[config.mk]
export PLATFORM = sky130hd
export DESIGN_NAME = i2c_slave
export DESIGN_NICKNAME = d
export VERILOG_FILES = /design/src/rtl/i2c_pkg.sv /design/src/rtl/i2c_line_sync.sv /design/src/rtl/i2c_slave.sv
export SDC_FILE = /design/constraint.sdc
export NUM_CORES = 1
export LEC_CHECK = 0
export CORE_MARGIN = 1
export CORE_UTILIZATION = 55
export DETAILED_ROUTE_END_ITERATION = 8
export PLACE_DENSITY = 0.85
export SLEW_MARGIN = 30
export SYNTH_ARGS = -nofsm -noshare
export SYNTH_HDL_FRONTEND = slang
export SYNTH_SLANG_ARGS = --single-unit
[constraint.sdc]
create_clock -name clk -period 2.1 [get_ports clk]
set_clock_uncertainty 0.1 [all_clocks]
set_input_delay 0.21 -clock clk [delete_from_list [all_inputs] [get_ports clk]]
set_output_delay 0.21 -clock clk [all_outputs]
set_load 0.01 [all_outputs]
[src/rtl/i2c_pkg.sv]
// i2c_pkg: shared FSM state encoding and sizing for the I2C slave.
package i2c_pkg;
    typedef logic [3:0] state_t;
    localparam state_t IDLE      = 4'd0;
    localparam state_t ADDR      = 4'd1;
    localparam state_t ADDR_ACK  = 4'd2;
    localparam state_t REG       = 4'd3;
    localparam state_t REG_ACK   = 4'd4;
    localparam state_t WDATA     = 4'd5;
    localparam state_t WDATA_ACK = 4'd6;
    localparam state_t RDATA     = 4'd7;
    localparam state_t RDATA_ACK = 4'd8;
    localparam state_t WAIT_STOP = 4'd9;
    localparam int NUM_BYTES = 4;
    localparam int RF_DEPTH  = 4;
endpackage

[src/rtl/i2c_line_sync.sv]
// i2c_line_sync: 2-flop synchronizer with edge detect; I2C_SLAVE_GLITCH_FILTER_EN
// adds a 3-sample majority filter (one extra clk of latency).
module i2c_line_sync (
    input  logic clk,
    input  logic rst,
    input  logic din,
    output logic level,
    output logic rise,
    output logic fall
);
    logic [1:0] sync;
    logic       prev;
    always_ff @(posedge clk or negedge rst)
        if (!rst) sync <= 2'b11;
        else      sync <= {sync[0], din};
`ifdef I2C_SLAVE_GLITCH_FILTER_EN
    logic [1:0] hist;
    always_ff @(posedge clk or negedge rst)
        if (!rst) hist <= 2'b11;
        else      hist <= {hist[0], sync[1]};
    assign level = (sync[1] & hist[0]) | (sync[1] & hist[1]) | (hist[0] & hist[1]);
`else
    assign level = sync[1];
`endif
    always_ff @(posedge clk or negedge rst)
        if (!rst) prev <= 1'b1;
        else      prev <= level;
    assign rise = level & ~prev;
    assign fall = ~level & prev;
endmodule

[src/rtl/i2c_slave.sv]
// i2c_slave: I2C slave with a 4 x 32-bit register file, 4-byte write/read frames.
// Optional I2C_SLAVE_GLITCH_FILTER_EN enables line majority filtering.
module i2c_slave import i2c_pkg::*; #(
    parameter logic [6:0] SLAVE_ADDR = 7'h50
) (
    input  logic        clk,
    input  logic        rst,
    input  logic        scl,
    input  logic        sda_in,
    output logic        sda_out,
    output logic [31:0] ext_data_out,
    output logic [7:0]  ext_reg_addr_out,
    output logic        wr_valid,
    output logic        busy
);
    logic        scl_lvl, scl_rise, scl_fall, sda_lvl, sda_rise, sda_fall;
    state_t      state;
    logic [31:0] sr, tx;
    logic [31:0] rf [RF_DEPTH];
    logic [3:0]  bit_cnt;
    logic [1:0]  byte_cnt;
    logic [7:0]  reg_addr;
    logic        rw, nack;
    i2c_line_sync u_scl (.clk(clk), .rst(rst), .din(scl), .level(scl_lvl), .rise(scl_rise), .fall(scl_fall));
    i2c_line_sync u_sda (.clk(clk), .rst(rst), .din(sda_in), .level(sda_lvl), .rise(sda_rise), .fall(sda_fall));
    wire start = sda_fall & scl_lvl;
    wire stop  = sda_rise & scl_lvl;
    wire last  = byte_cnt == 2'(NUM_BYTES - 1);
    always_ff @(posedge clk or negedge rst) begin
        if (!rst) begin
            state            <= IDLE;
            sda_out          <= 1'b1;
            ext_data_out     <= '0;
            ext_reg_addr_out <= '0;
            wr_valid         <= 1'b0;
            busy             <= 1'b0;
            sr               <= '0;
            tx               <= '0;
            bit_cnt          <= '0;
            byte_cnt         <= '0;
            reg_addr         <= '0;
            rw               <= 1'b0;
            nack             <= 1'b0;
            for (int i = 0; i < RF_DEPTH; i++) rf[i] <= '0;
        end else begin
            wr_valid <= 1'b0;
            if (start) begin
                state   <= ADDR;
                bit_cnt <= '0;
                sda_out <= 1'b1;
                busy    <= 1'b1;
            end else if (stop) begin
                state   <= IDLE;
                sda_out <= 1'b1;
                busy    <= 1'b0;
            end else begin
                if (scl_rise && (state == ADDR || state == REG || state == WDATA || state == RDATA)) begin
                    sr      <= {sr[30:0], sda_lvl};
                    bit_cnt <= bit_cnt + 4'd1;
                end
                if (scl_rise && state == RDATA_ACK) nack <= sda_lvl;
                // all sda_out changes happen here, just after scl has gone low
                if (scl_fall) begin
                    case (state)
                        ADDR: if (bit_cnt == 4'd8) begin
                            if (sr[7:1] == SLAVE_ADDR) begin
                                state   <= ADDR_ACK;
                                sda_out <= 1'b0;
                                rw      <= sr[0];
                            end else state <= WAIT_STOP;
                        end
                        ADDR_ACK: begin
                            state   <= REG;
                            sda_out <= 1'b1;
                            bit_cnt <= '0;
                        end
                        REG: if (bit_cnt == 4'd8) begin
                            state    <= REG_ACK;
                            sda_out  <= 1'b0;
                            reg_addr <= sr[7:0];
                        end
                        REG_ACK: begin
                            bit_cnt  <= '0;
                            byte_cnt <= '0;
                            state    <= rw ? RDATA : WDATA;
                            sda_out  <= rw ? rf[reg_addr[1:0]][31] : 1'b1;
                            tx       <= {rf[reg_addr[1:0]][30:0], 1'b0};
                        end
                        WDATA: if (bit_cnt == 4'd8) begin
                            state   <= WDATA_ACK;
                            sda_out <= 1'b0;
                        end
                        WDATA_ACK: begin
                            sda_out <= 1'b1;
                            bit_cnt <= '0;
                            if (last) begin
                                rf[reg_addr[1:0]] <= sr;
                                ext_data_out      <= sr;
                                ext_reg_addr_out  <= reg_addr;
                                wr_valid          <= 1'b1;
                                state             <= WAIT_STOP;
                            end else begin
                                byte_cnt <= byte_cnt + 2'd1;
                                state    <= WDATA;
                            end
                        end
                        RDATA: if (bit_cnt == 4'd8) begin
                            state   <= RDATA_ACK;
                            sda_out <= 1'b1;
                        end else begin
                            sda_out <= tx[31];
                            tx      <= {tx[30:0], 1'b0};
                        end
                        RDATA_ACK: begin
                            bit_cnt <= '0;
                            if (nack || last) begin
                                state   <= WAIT_STOP;
                                sda_out <= 1'b1;
                            end else begin
                                byte_cnt <= byte_cnt + 2'd1;
                                state    <= RDATA;
                                sda_out  <= tx[31];
                                tx       <= {tx[30:0], 1'b0};
                            end
                        end
                        default: ;
                    endcase
                end
            end
        end
    end
endmodule

==> results.yml, run 1 <==
clock_network:
  root_buffer: "clkbuf_16"
  cts_tree: "built"
  cts_buffers: 26
  clk_transition_reported_paths_ns: 0.06
  cts.htree.levels: 1
  clk_latency_ns: 0.53
  numClockSinks: 260
  cts_buffer_depth: 3
final_layout:
  area_growth_pct: 23.0
  antennaDiodeCount: 0
  final_common_cell: "dfrtp_1"
  drive_gt1_share_pct: 34.8
  final_area_um2: 13900
  most-common-layout-cells: "dfrtp_1 (250), nand2_1 (166), mux2_2 (117)"
  finalNonFillerCells: 1235
  layout.nets: 957
critical_path:
  criticalPathCategory: "flip-flop to flip-flop"
  end_kind: "flip-flop"
  path_cells: "nor3b_4 > nand4_4 > inv_2 > nand2_2 > nor2_4 > buf_12 > clkbuf_16 > mux2_2"
  slowest_delay_ns: 0.53
  crit_slowest_cell: "dfstp_2"
  cp_max_fo: 6
  critPathArrivalTime_ns: 2.58
  critPathLaunchType: "flip-flop"
  required_ns: 2.41
logic_synthesis:
  async_flop_share_pct: 100
  synth-main-ff-cell: "dfrtp_1"
  synth_area_um2: 11300
  ys_seq_elements: 260
  synth_seq_area_share_pct: 57.9
  yosysUniqueCellTypes: 61
  yosysWarnings: 0
  synth_edf_count: 0
  synth_fp_nets: 854
  syn_avg_cell_area_um2: 13.3
  synthesis.instances: 847
timing:
  worst_slack_ns: -0.173
  tightest_slew_ns: 0.450
  grt_setup_unrepaired: "yes"
  hold_viol: 0
  finalCritPeriodShare_pct: 108
  drv_slew: 0
  fmax_mhz: 440
  setup_viol: 129
  period_needed_ns: 2.27
  slew_headroom_pct: 70.0
detailed_routing:
  drc: 0
  firstDrtPassIters: 5
  drt_iter0_markers: 592
  wl_um: 28100
  wire_per_inst_um: 22.7
  final_antenna_net_count: 0
  route.vias.total: 7452
  vias_per_cell: 6.03
place:
  dp_hpwl_um: 14200
  placed_cells_incl_taps: 1167
  place_area_um2: 12400
  gp_congestion: 0.866
  portBuffers: 46
power_and_ir_drop:
  power_density_nw_per_um2: 763
  switching_share_pct: 23.0
  p_switching_uw: 2430
  clkPwrFrac_pct: 44.5
  pwr-share-comb_pct: 5.7
  internal_power_uw: 8140
  ir_drop_uv: 542
  leakagePower_uw: 0.00682
  power_frac_seq_pct: 49.8
global_route:
  first_global_vias: 7598
  grt_max_degree: 67
  antenna_found_initial: 0
  grt.overflow.total: 0
  grt_use_total_pct: 24.3
  grt_pass1_wl_um: 41000
die:
  ios: 47
  start_util_pct: 56.9
  floorplan.rows: 51
  die_w_um: 145
  coreArea_um2: 19800
  die_h_um: 145
  die-area_um2: 21100
run_status:
  violations: "negative setup slack"
  status: "finished, violations left"
run:
  max_cap_viol_count: 0
min_path:
  min_path_type: "input pin to async pin"
## registers in the layout (all words and copies together), names as in the netlist, 2 cells and up
name,flops
bit_cnt,4
byte_cnt,2
ext_data_out,32
ext_reg_addr_out,8
reg_addr,8
rf,128
sr,32
state,4
tx,31
u_scl.sync,2
u_sda.sync,2
## kinds of logic (layout without fill, tap and decap cells)
kind of cell | Yosys count | after routing | share of synthesized area [%]
mux | 235 | 235 | 26.3
buf+inv | 58 | 181 | 2.79
flops | 260 | 260 | 57.9
fa+ha+maj | 3 | 3 | 0.333
simple gates | 217 | 217 | 8.74
compound gates | 72 | 72 | 3.78
xor+xnor | 2 | 2 | 0.156
## synth_stat cells, drive strengths merged (2+ instances only)
| cell type | instances | area, um^2 |
|---|---|---|
| or4b | 2 | 20.0 |
| dfstp | 7 | 184 |
| dfrtp | 253 | 6330 |
| o22ai | 2 | 12.5 |
| inv | 6 | 22.5 |
| buf | 37 | 235 |
| nand3 | 4 | 25.0 |
| mux4 | 32 | 721 |
| nor2 | 10 | 45.0 |
| nand4 | 2 | 27.5 |
| nor3b | 3 | 38.8 |
| a21oi | 8 | 40.0 |
| mux2 | 171 | 1930 |
| mux2i | 32 | 320 |
| nand2b | 3 | 18.8 |
| o21ai | 42 | 210 |
| o31ai | 4 | 30.0 |
| nor2b | 6 | 37.5 |
| ha | 3 | 37.5 |
| a31oi | 3 | 18.8 |
| and2 | 3 | 18.8 |
| nand2 | 167 | 627 |
| clkbuf | 15 | 56.3 |
| nor3 | 6 | 35.0 |
| nor4b | 2 | 17.5 |
## worst max-delay path: cells and delay by family, from the launching register on
kind                   cells  cell delay (ns)
buffers and inverters      3             0.45
and+or+nand+nor            4             0.71
muxes                      1             0.34
DFF                        1             0.53
## layout make-up
cell class,count,area [um^2]
clock inverters,10,105
well taps,265,332
repair buffers,127,1450
multi-input cells,529,4660
inverters,6,22.5
fillers,1232,5930
flip-flops and latches,260,6520
clock buffers,38,767
## routing by layer
layer	global-route usage [%]	share of wire, %	vias up
met5	0	0	-
met2	40.7	52	313
li1	-	-	3193
met1	32.1	40	3877
met4	8.74	3.1	0
met3	3.84	5.3	69
## power groups by stage
stage	sequential, uW	combinational, uW	clock (uW)
final	5260	597	4710
after global routing	5270	649	4980
after CTS	5250	582	4750
after detailed placement	5340	567	0
after global placement	5330	549	0
after floorplan	5330	201	0
## final timing paths
check / endpoint / cells past startpoint / slack [ns] / from
setup reg to reg: rf[76] / 8 / -0.17 / u_scl.prev
hold / removal: sr[16] / 2 / 0.09 / rst
setup / recovery: rf[76] / 8 / -0.17 / u_scl.prev
min in group clk: u_sda.sync[1] / 0 / 0.26 / u_sda.sync[0]
max in group asynchronous: sda_out / 3 / 1.08 / rst
hold reg to reg: u_sda.sync[1] / 0 / 0.26 / u_sda.sync[0]
## through the flow
stage	power [uW]	util [%]	hold WS [ns]	setup slack, ns	setup TNS, ns
2_1_floorplan	5530	-	-0.186	0.0676	0
3_3_place_gp	5880	62.7	0.0506	-0.0230	-0.438
3_5_place_dp	5900	62.7	0.0516	-0.0535	-1.53
4_1_cts	10600	68.4	0.0918	-0.109	-7.02
5_1_grt	10900	70.0	0.105	-0.213	-16.22
6_report	10600	70.0	0.0885	-0.173	-10.10
## what timing repair did
| action | 4_1_cts | 5_1_grt |
|---|---|---|
| endpoints found under the hold margin | 255 | 0 |
| hold buffers | 3 | 0 |
| setup endpoints to repair | 121 | 166 |
| gates resized for setup | 32 | 54 |
| cloned | 2 | 8 |
| pin swaps | 0 | 4 |
| buffers inserted | 6 | 5 |
No activity file was read; power rests on OpenSTA's default activity.
==> run 2, diff against run 1 <==
--- a/config.mk
+++ b/config.mk
@@ -6,9 +6,9 @@
 export NUM_CORES = 1
 export LEC_CHECK = 0
 export CORE_MARGIN = 1
-export CORE_UTILIZATION = 55
+export CORE_UTILIZATION = 45
 export DETAILED_ROUTE_END_ITERATION = 8
-export PLACE_DENSITY = 0.85
+export PLACE_DENSITY = 0.73
 export SLEW_MARGIN = 30
 export SYNTH_ARGS = -nofsm -noshare
 export SYNTH_HDL_FRONTEND = slang
==> run 2 against run 1 <==
Compared with the run above: clock power is 7.9% higher; global-route usage is 5.7 points lower; largest cell class unchanged; utilization is 13 points lower; power is 3.7% higher; wire length is 20% lower; the run still ends with negative setup slack left; register-to-register slack better by 0.12 ns; critical path depth is 2 lower; worst setup slack better by 0.12 ns; final area is 0.23% higher; clock-buffer cell count is 1 lower; highest routed layer unchanged.
==> results.yml, run 2 (synthesized netlist as in run 1, its figures left out) <==
detailed_routing:
  route.vias.total: 6848
  drt_iter0_markers: 363
  wl_um: 22500
  vias_per_cell: 5.30
  firstDrtPassIters: 4
  wire_per_inst_um: 17.4
  final_antenna_net_count: 0
  drc: 0
clock_network:
  cts_buffers: 27
  root_buffer: "clkbuf_16"
  cts_buffer_depth: 3
  cts_tree: "built"
  cts.htree.levels: 1
  numClockSinks: 260
  clk_transition_reported_paths_ns: 0.06
  clk_latency_ns: 0.53
critical_path:
  rr_startpoint: "u_scl.prev"
  critPathLaunchType: "flip-flop"
  r2r_end: "rf[46]"
  cp.buffers_inverters: 2
  required_ns: 2.40
  critPathArrivalTime_ns: 2.46
  path_cells: "nor3b_4 > nand4_4 > buf_12 > nor3b_4 > buf_12 > mux2_2"
  criticalPathCategory: "flip-flop to flip-flop"
  cp_max_fo: 21
  r2r_slack_ns: -0.05
  end_kind: "flip-flop"
  critPathLaunch: "u_scl.prev"
  r2r_cells: 6
  slowest_delay_ns: 0.53
  cp_top_family: "simple AND/OR/NAND/NOR gates"
  crit_slowest_cell: "dfstp_2"
final_layout:
  top_regs: "rf: 128 flops, ext_data_out: 32 flops, sr: 32 flops"
  drive_gt1_share_pct: 34.3
  largest_reg_flops: 128
  fillCellCount: 1914
  final_common_cell: "dfrtp_1"
  area_growth_pct: 23.3
  antennaDiodeCount: 0
  regMostFlops: "rf"
  final_area_um2: 13900
  post-route-util_pct: 56.8
  most-common-layout-cells: "dfrtp_1 (251), nand2_1 (167), mux2_2 (113)"
  finalNonFillerCells: 1292
  layout.nets: 955
timing:
  hold_viol: 0
  finalSetupTns_ns: -0.921
  grt_setup_unrepaired: "yes"
  setup_viol: 35
  tightest_slew_ns: 0.417
  fmax_mhz: 465
  period_needed_ns: 2.15
  drv_slew: 0
  worst_slack_ns: -0.0523
  slew_headroom_pct: 72.2
  finalCritPeriodShare_pct: 102
die:
  floorplan.rows: 57
  die_h_um: 160
  ios: 47
  start_util_pct: 46.0
  coreArea_um2: 24500
  die-area_um2: 25700
  die_w_um: 160
global_route:
  grt.overflow.total: 0
  grt_use_total_pct: 18.5
  grt_pass1_wl_um: 38500
  antenna_found_initial: 0
  first_global_vias: 7366
  grt_max_degree: 63
place:
  placed_cells_incl_taps: 1231
  gp_congestion: 0.880
  portBuffers: 46
  place_area_um2: 12600
  place_ws_ns: -0.0820
  dp_hpwl_um: 14300
run:
  max_cap_viol_count: 0
power_and_ir_drop:
  leakagePower_uw: 0.00681
  power_density_nw_per_um2: 789
  ir_drop_uv: 581
run_status:
  status: "finished, violations left"
  violations: "negative setup slack"
min_path:
  min_path_type: "input pin to async pin"
==> run 2: cell types whose count changed in the layout (fill, tap and decap cells not counted), sizes merged <==
cell,delta
bufinv,+3
buf,+3
clkbuf,-7
inv,+1
clkinv,-2
==> run 2: worst max path at each step <==
| stage | depth (start not counted) | endpoint | slack (ns) |
|---|---|---|---|
| CTS | 6 | rf[45] | -0.08 |
| global route | 6 | rf[50] | -0.12 |
| global placement | 6 | rf[121] | -0.05 |
| floorplan | 7 | reg_addr[1] | 0.07 |
| detailed placement | 6 | rf[37] | -0.08 |
| finish | 6 | rf[46] | -0.05 |
==> run 2: power breakdown <==
part / internal [uW] / switching, uW
combinational: 280 / 397
clock: 3150 / 1930
sequential: 5120 / 87.2
total: 8550 / 2410
==> run 2: stage by stage <==
step	total power, uW	hold WS (ns)
5_1_grt	11400	0.132
4_1_cts	11100	0.0902
2_1_floorplan	5530	-0.186
3_3_place_gp	5940	0.0607
6_report	11000	0.101
3_5_place_dp	5960	0.0606
==> run 2: layer usage <==
layer / vias up / GRT usage (%) / wire [um]
met5: - / 0 / 0
met4: 0 / 4.85 / 445
met3: 41 / 2.81 / 826
met2: 108 / 31.2 / 11000
met1: 3519 / 25.1 / 10200
li1: 3180 / - / -
==> run 2: timing repair <==
action,4_1_cts,5_1_grt
buffers inserted,6,2
hold buffers,3,0
endpoints found under the hold margin,255,0
pin swaps,1,3
gates cloned,2,0
gates resized for setup,38,34
setup endpoints to repair,93,144
==> run 2: cell type report <==
cell class	count	area [um^2]	share of cell area (%)
Clock inverter	12	194	1.40
Timing Repair Buffer	124	1360	9.77
Sequential cell	260	6520	46.9
Tap cell	324	405	2.92
Multi-Input combinational cell	529	4620	33.3
Inverter	6	22.5	0.162
Clock buffer	37	763	5.50
==> run 3, diff against run 2 <==
--- a/config.mk
+++ b/config.mk
@@ -8,8 +8,9 @@
 export CORE_MARGIN = 1
 export CORE_UTILIZATION = 45
 export DETAILED_ROUTE_END_ITERATION = 8
-export PLACE_DENSITY = 0.73
+export PLACE_DENSITY = 0.75
 export SLEW_MARGIN = 30
 export SYNTH_ARGS = -nofsm -noshare
 export SYNTH_HDL_FRONTEND = slang
 export SYNTH_SLANG_ARGS = --single-unit
+export TNS_END_PERCENT = 30
==> run 3 against run 2 <==
Compared with the run above: the run still ends with negative setup slack left; critical endpoint is now rf[112]; highest routed layer unchanged; final cell count fell by 0.15%; hold slack improved by 0.046 ns; fmax fell by 1.2%; global-route usage fell by 0.59 points; via count rose by 0.54%.
==> results.yml, run 3 (synthesized netlist as in run 1, its figures left out) <==
final_layout:
  top_regs: "rf: 128 flops, ext_data_out: 32 flops, sr: 32 flops"
  most-common-layout-cells: "dfrtp_1 (252), nand2_1 (165), mux2_2 (117)"
  antennaDiodeCount: 0
  regMostFlops: "rf"
  area_growth_pct: 23.0
  drive_gt1_share_pct: 34.4
  layout.nets: 952
  largest_reg_flops: 128
  final_common_cell: "dfrtp_1"
  post-route-util_pct: 56.6
detailed_routing:
  final_antenna_net_count: 0
  dr_wl_met3_um: 794
  wl_met1_um: 10300
  vias_per_cell: 5.34
  wire_per_inst_um: 17.8
  dr_wl_met2_um: 11100
  wl_um: 22900
  top_layer: "met4"
  drt_iter0_markers: 361
  route.vias.total: 6885
  drc: 0
  firstDrtPassIters: 4
clock_network:
  cts_tree: "built"
  cts_buffer_depth: 3
  numClockSinks: 260
  clk_latency_ns: 0.53
  root_buffer: "clkbuf_16"
  cts.htree.levels: 1
  clk_transition_reported_paths_ns: 0.06
  cts_buffers: 27
critical_path:
  required_ns: 2.41
  critPathArrivalTime_ns: 2.49
  cp_max_fo: 9
  end_kind: "flip-flop"
  critPathLaunchType: "flip-flop"
  criticalPathCategory: "flip-flop to flip-flop"
  r2r_cells: 7
timing:
  fmax_mhz: 459
  period_needed_ns: 2.18
  worst_slack_ns: -0.0794
  drv_slew: 0
  hold_viol: 0
  holdWs_ns: 0.147
  finalCritPeriodShare_pct: 104
  setup_viol: 56
  grt_setup_unrepaired: "yes"
  slew_headroom_pct: 61.1
  tightest_slew_ns: 0.583
place:
  place_ws_ns: -0.0658
  gp_congestion: 0.872
  portBuffers: 46
  dp_hpwl_um: 14400
global_route:
  first_global_vias: 7184
  antenna_found_initial: 0
  grt_pass1_wl_um: 37500
  grt_use_total_pct: 17.9
  grt.overflow.total: 0
  grt_max_degree: 67
power_and_ir_drop:
  ir_drop_uv: 812
  power_density_nw_per_um2: 791
  leakagePower_uw: 0.00681
die:
  start_util_pct: 46.0
  die_h_um: 160
  coreArea_um2: 24500
  floorplan.rows: 57
  die-area_um2: 25700
  die_w_um: 160
  ios: 47
run:
  max_cap_viol_count: 0
run_status:
  status: "finished, violations left"
  violations: "negative setup slack"
min_path:
  min_path_type: "input pin to async pin"
[run 3: what timing repair did]
item | 4_1_cts | 5_1_grt
hold buffers | 2 | 1
endpoints found under the setup margin | 44 | 149
gates resized for setup | 11 | 51
pin swaps | 0 | 1
setup buffers | 0 | 5
endpoints found under the hold margin | 226 | 1
cloned | 0 | 2
[run 3: report_power, final]
part | switching [uW] | internal, uW
Sequential | 112 | 5120
Combinational | 373 | 287
Clock | 1970 | 3090
[run 3: critical path, stage by stage (launching register included)]
cell and delay (ns):
dfstp_2 0.53, nor3b_4 0.23, nand4_4 0.18, buf_12 0.18
nor3_4 0.14, buf_6 0.18, clkbuf_16 0.19, mux2_2 0.33
[run 3: layout make-up]
| type | count | area, um^2 |
|---|---|---|
| fillers | 1901 | 10600 |
| multi-input cells | 529 | 4630 |
| inverters | 6 | 22.5 |
| clock buffers | 39 | 781 |
| repair buffers | 121 | 1320 |
| clock inverters | 11 | 173 |
| flip-flops and latches | 260 | 6520 |
| well taps | 324 | 405 |
[run 3: per-stage QoR]
stage	total power, uW	setup TNS [ns]	cells	area, um^2
after CTS	11000	-1.35	1282	13600
after detailed placement	5940	-1.41	1230	12600
final	10900	-1.89	1290	13800
after global routing	11300	-6.73	1290	13800
after floorplan	5530	0	847	11300
after global placement	5920	-0.429	1230	12600
[run 3: path summary, 6_finish.rpt]
path	start	end	slack, ns
worst min-delay path	rst	sr[10]	0.15
worst max register to register	u_scl.prev	rf[112]	-0.08
worst max-delay path	u_scl.prev	rf[112]	-0.08
max in group asynchronous	rst	u_sda.prev	1.08
min in group clk	u_scl.sync[0]	u_scl.sync[1]	0.26
worst min register to register	u_scl.sync[0]	u_scl.sync[1]	0.26
[run 3: routing by layer]
| metal | global-route usage [%] | vias to the layer above |
|---|---|---|
| met5 | 0 | - |
| met4 | 4.81 | 0 |
| met1 | 24.7 | 3521 |
| met2 | 29.8 | 131 |
| met3 | 2.62 | 40 |
| li1 | - | 3193 |
